--- config.mk ---
export PLATFORM = sky130hd
export DESIGN_NAME = mux4x1_2b_reg
export DESIGN_NICKNAME = d
export VERILOG_FILES = /design/src/rtl/mux4x1_pkg.sv /design/src/rtl/mux4_bit_gate.sv /design/src/rtl/mux4x1_2b_reg.sv
export SDC_FILE = /design/constraint.sdc
export NUM_CORES = 1
export LEC_CHECK = 0
export CAP_MARGIN = 5
export CORE_AREA = 2 2 39 41
export DETAILED_ROUTE_END_ITERATION = 12
export DIE_AREA = 0 0 41 43
export PLACE_DENSITY = 0.51
export SYNTH_ARGS = -nofsm -noshare
export SYNTH_HDL_FRONTEND = slang
export SYNTH_SLANG_ARGS = --single-unit
--- constraint.sdc ---
create_clock -name clk -period 0.8 [get_ports clk]
set_input_delay 0.08 -clock clk [delete_from_list [all_inputs] [get_ports clk]]
set_output_delay 0.08 -clock clk [all_outputs]
set_load 0.02 [all_outputs]
--- src/rtl/mux4x1_pkg.sv ---
// rtl/mux4x1_pkg.sv - select encodings and default width for the registered 4:1 mux
package mux4x1_pkg;

  localparam logic [1:0] SEL_A = 2'b00;
  localparam logic [1:0] SEL_B = 2'b01;
  localparam logic [1:0] SEL_C = 2'b10;
  localparam logic [1:0] SEL_D = 2'b11;

  localparam int DEFAULT_WIDTH = 2;

endpackage

--- src/rtl/mux4_bit_gate.sv ---
// rtl/mux4_bit_gate.sv - one-bit 4:1 mux from AND/OR/NOT primitives
module mux4_bit_gate (
  input  logic i0,
  input  logic i1,
  input  logic i2,
  input  logic i3,
  input  logic s1,
  input  logic s0,
  output logic y
);

  logic ns1;
  logic ns0;
  logic t0;
  logic t1;
  logic t2;
  logic t3;

  not g_ns1 (ns1, s1);
  not g_ns0 (ns0, s0);

  // One product term per select code; exactly one term is enabled for a known sel.
  and g_t0 (t0, i0, ns1, ns0);
  and g_t1 (t1, i1, ns1, s0);
  and g_t2 (t2, i2, s1,  ns0);
  and g_t3 (t3, i3, s1,  s0);

  or  g_y  (y, t0, t1, t2, t3);

endmodule

--- src/rtl/mux4x1_2b_reg.sv ---
// rtl/mux4x1_2b_reg.sv - registered 4:1 mux; MUX4X1_PARITY_EN adds registered out_par
module mux4x1_2b_reg
  import mux4x1_pkg::*;
#(
  parameter int WIDTH = DEFAULT_WIDTH
) (
  input  logic             clk,
  input  logic             rst,
  input  logic [WIDTH-1:0] a,
  input  logic [WIDTH-1:0] b,
  input  logic [WIDTH-1:0] c,
  input  logic [WIDTH-1:0] d,
  input  logic [1:0]       sel,
  input  logic             in_vld,
  output logic [WIDTH-1:0] out,
`ifdef MUX4X1_PARITY_EN
  output logic             out_par,
`endif
  output logic             out_vld
);

  logic [WIDTH-1:0] sel_data;

  for (genvar i = 0; i < WIDTH; i++) begin : g_bit
    mux4_bit_gate u_bit (
      .i0 (a[i]),
      .i1 (b[i]),
      .i2 (c[i]),
      .i3 (d[i]),
      .s1 (sel[1]),
      .s0 (sel[0]),
      .y  (sel_data[i])
    );
  end

  // The gate network may glitch between edges; only the flopped value is visible.
  always_ff @(posedge clk or posedge rst) begin
    if (rst) begin
      out     <= '0;
      out_vld <= 1'b0;
    end else begin
      out_vld <= in_vld;
      if (in_vld) begin
        out <= sel_data;
      end
    end
  end

`ifdef MUX4X1_PARITY_EN
  always_ff @(posedge clk or posedge rst) begin
    if (rst) begin
      out_par <= 1'b0;
    end else if (in_vld) begin
      out_par <= ^sel_data;
    end
  end
`endif

endmodule

== Word level (Yosys, flattened, before mapping) ==
Index checks and enable logic that the tools add are counted.

* Bitwise operators: 2
* Reduce and logical (&&, ||, !) cells: 10

{| class="wikitable"
|+ Operators by type and width
! cell !! count
|-
| 3-bit AND reduction || 8
|-
| 4-bit OR reduction || 2
|-
| 1-bit inverter || 2
|}

* Flip-flop bits (word level): 3
* Logic and storage cells: 14

== Logic depth before layout (Yosys ltp) ==
* Word-level depth: 3
* Depth in mapped cells: 3
* Gate-level depth less buffers: 2

== Cells and area by module ==
A second synthesis with hierarchy kept.

* Cell total of the unflattened synthesis: 8
* Area total of the unflattened synthesis: 146.4 um^2

{| class="wikitable"
|+ By module, submodules not included
! module !! area each (um^2) !! cells an instance !! instances !! sequential area each (um^2)
|-
| mux4x1_2b_reg || 101.3 || 6 || 1 || 75.1
|-
| mux4_bit_gate || 22.5 || 1 || 2 || 0.0
|}

== Worst setup path before layout ==
OpenSTA, ideal clock, no wires.

* Path type: register to register
* From: reg, netlist name out[0]
* To: reg out[0]
* Stages on the path, launching flop included: 3
* Setup slack: 0.049 ns
* Clock period less this slack: 0.751 ns
* Arrival: 0.613 ns
* Cells stage by stage: dfrtp_1 > nand2b_1 > o221ai_1

{| class="wikitable"
|+ RTL lines
! what !! line !! text
|-
| end signal: assignment || mux4x1_2b_reg.sv:44 || <nowiki>out <= sel_data;</nowiki>
|-
| end: declaration || mux4x1_2b_reg.sv:15 || <nowiki>output logic [WIDTH-1:0] out,</nowiki>
|}

== Final worst setup path ==
* From: reg out[1]
* To: out out[1]

No word-level cell between the ends.

==> impl_results.md <==
* Total Wirelength at 510 um
* Max-slew headroom at 82.9%
* VDD IR max at 0.477 mV
* Chip width at 41 um
* Number of nets in the layout at 49
* Initial drt markers at 1
* Slowest CP cell: dfrtp_1
* Layout cell share with drive strength beyond 1 at 28.6%
* Post-DP HPWL at 405 um
* Achievable Freq at 1.20 GHz
* Initial antenna violation count at 0
* DIE HEIGHT at 43 um
* Max-slew violations at 0
* Die footprint at 1760 um^2
* Ant diodes at 0
* Endpoint class of the critical path: primary output
* Seq/Total Area, Yosys at 45.8%
* Reg2reg setup slack at 0 ns
* Status: complete, but fails checks
* Final setup vio count at 4
* Syn_nets at 28
* Remaining DRCs at 0
* Failing checks: negative setup slack
* Global Route Usage Sum at 7.14%
* CTS root buffer: clkbuf_4
* Cells along the critical path: buf_6
* Area of the mapped netlist at 164 um^2
* Setup crit start kind: flip-flop
* Maxcap violations at 0
* Commonest non-fill, non-tap cell in the layout: clkdlybuf4s50_1
* Buf+Inv Stages, Crit Path at 1
* Final hold vios at 0
* Synth top area share at 45.8%
* Routability cong. at 0.687
* IO Port Bufs at 15
* Critical Path Max Stage Delay at 0.38 ns
* Number of global-route vias before repair at 197
* Largest net degree at the start of global routing at 6
* Post-DR wirelength/cell at 10.0 um
* Layout area overhead at 136%
* CP arrival at 0.75 ns
* Worst-Margin Slew at 0.257 ns
* Drt via density at 3.84
* GR Overflow Total at 0
* 1st-pass router iterations at 4
* Num CTS Buffers at 3
* Placeable Area at 1380 um^2
* Clk sinks at 3
* Clk slew on worst S/H paths at 0.04 ns
* CP Max Fanout at 2
* Row Count at 14
* Cell family with most CP delay: flip-flops
* Clock Latency Late Sink at 0.23 ns
* # H-tree levels at 1
* Via Count at 196
* #FFs+latches synth at 3
* CTS tree: done
* First-pass GRT wire length at 772 um
* Initial Utilization at 11.8%
* Critical Path RT at 0.72 ns
* Fin crit share at 104%
* # IOs at 16
* Cell Pwr Density at 1640 nW/um^2
* Clock skew at 0 ns
* RSZ-0062 raised after global routing: yes
* Syn Area/Cell at 10.9 um^2
* Finished Core Util at 27.9%
* Hold buffer count at cts at 0
* P_leak at 0.000175 uW
* Cells after synthesis at 15
* HP Class: in -> async
* Final WS setup at -0.0330 ns
* Ranking of synthesized cells by area: dfrtp_1 (46%), mux2i_1 (24%), nand2b_1 (11%), o221ai_1 (11%), clkbuf_2 (3.1%)
* Dpl ws at -0.411 ns
* Most frequent cells in the layout: clkdlybuf4s50_1 (11), mux2i_1 (4), clkbuf_4 (3), dfrtp_1 (3), buf_6 (3)
* Buffer depth of the longest clock path at 2
* Minimum clock period at 0.833 ns
* Library cells used by synthesis at 7
* Antenna-violating nets left at 0
* Number of synthesis warnings at 0
* Area leader, netlist: dfrtp_1
* Crit path kind: reg -> out
==> sequential cells by signal, summed over array words and instances (netlist names) <==
| name | count |
|---|---|
| out | 2 |
| out_vld | 1 |
==> report_power, final <==
part / total [uW] / switching, uW / internal (uW)
Sequential: 178 / 9.92 / 168
Combinational: 187 / 67.5 / 119
Clock: 268 / 81.3 / 187
Total: 633 / 159 / 474
==> per-stage QoR <==
step | hold slack (ns) | instance area, um^2 | total power [uW] | TNS [ns] | instances
finish | 0.0136 | 387 | 633 | -0.0631 | 51
global route | 0.0168 | 387 | 676 | -0.202 | 51
CTS | 0.0108 | 367 | 627 | -0.116 | 51
detailed placement | 0.263 | 344 | 349 | -1.40 | 47
global placement | 0.259 | 344 | 347 | -1.29 | 47
floorplan | -0.166 | 164 | 234 | 0 | 15
==> path summary, 6_finish.rpt <==
| path | startpoint | depth (start not counted) | endpoint |
|---|---|---|---|
| max | out[1] | 1 | out[1] |
| min | rst | 2 | out[0] |
| max reg2reg | out[0] | 3 | out[0] |
| min reg2reg | out[0] | 3 | out[0] |
| max in group asynchronous | rst | 2 | out_vld |
| min in group clk | in_vld | 1 | out_vld |
==> cell usage after synthesis, drive strengths merged <==
library cell  number
inv                1
nand2              1
mux2i              4
o221ai             2
dfrtp              3
clkbuf             1
nand2b             3
==> timing repair <==
item | 4_1_cts | 5_1_grt
gates resized for setup | 17 | 4
buffers inserted | 0 | 0
endpoints found under the setup margin | 5 | 5
pin swaps | 0 | 0
==> cells by family after synthesis <==
logic type / count (synthesis) / synth area share (%)
flip-flops: 3 / 45.8
multiplexers: 4 / 24.4
buffers and inverters: 2 / 5.34
AO/OA/AOI/OAI: 2 / 10.7
AND/OR/NAND/NOR: 4 / 13.7
==> layout make-up <==
class | instances | area [um^2]
clock buffers | 4 | 26.3
fillers | 152 | 997
inverters | 1 | 3.75
multi-input cells | 10 | 93.8
flip-flops and latches | 3 | 75.1
well taps | 16 | 20.0
repair buffers | 17 | 168
==> metal layers <==
metal | wire (um) | part of all wire, % | global-route usage [%]
met5 | 0 | 0 | 0
met1 | 196 | 38 | 8.09
met2 | 220 | 43 | 8.75
met4 | 0 | 0 | 4.00
met3 | 93 | 18 | 6.28
(Power assumes the default switching activity.)
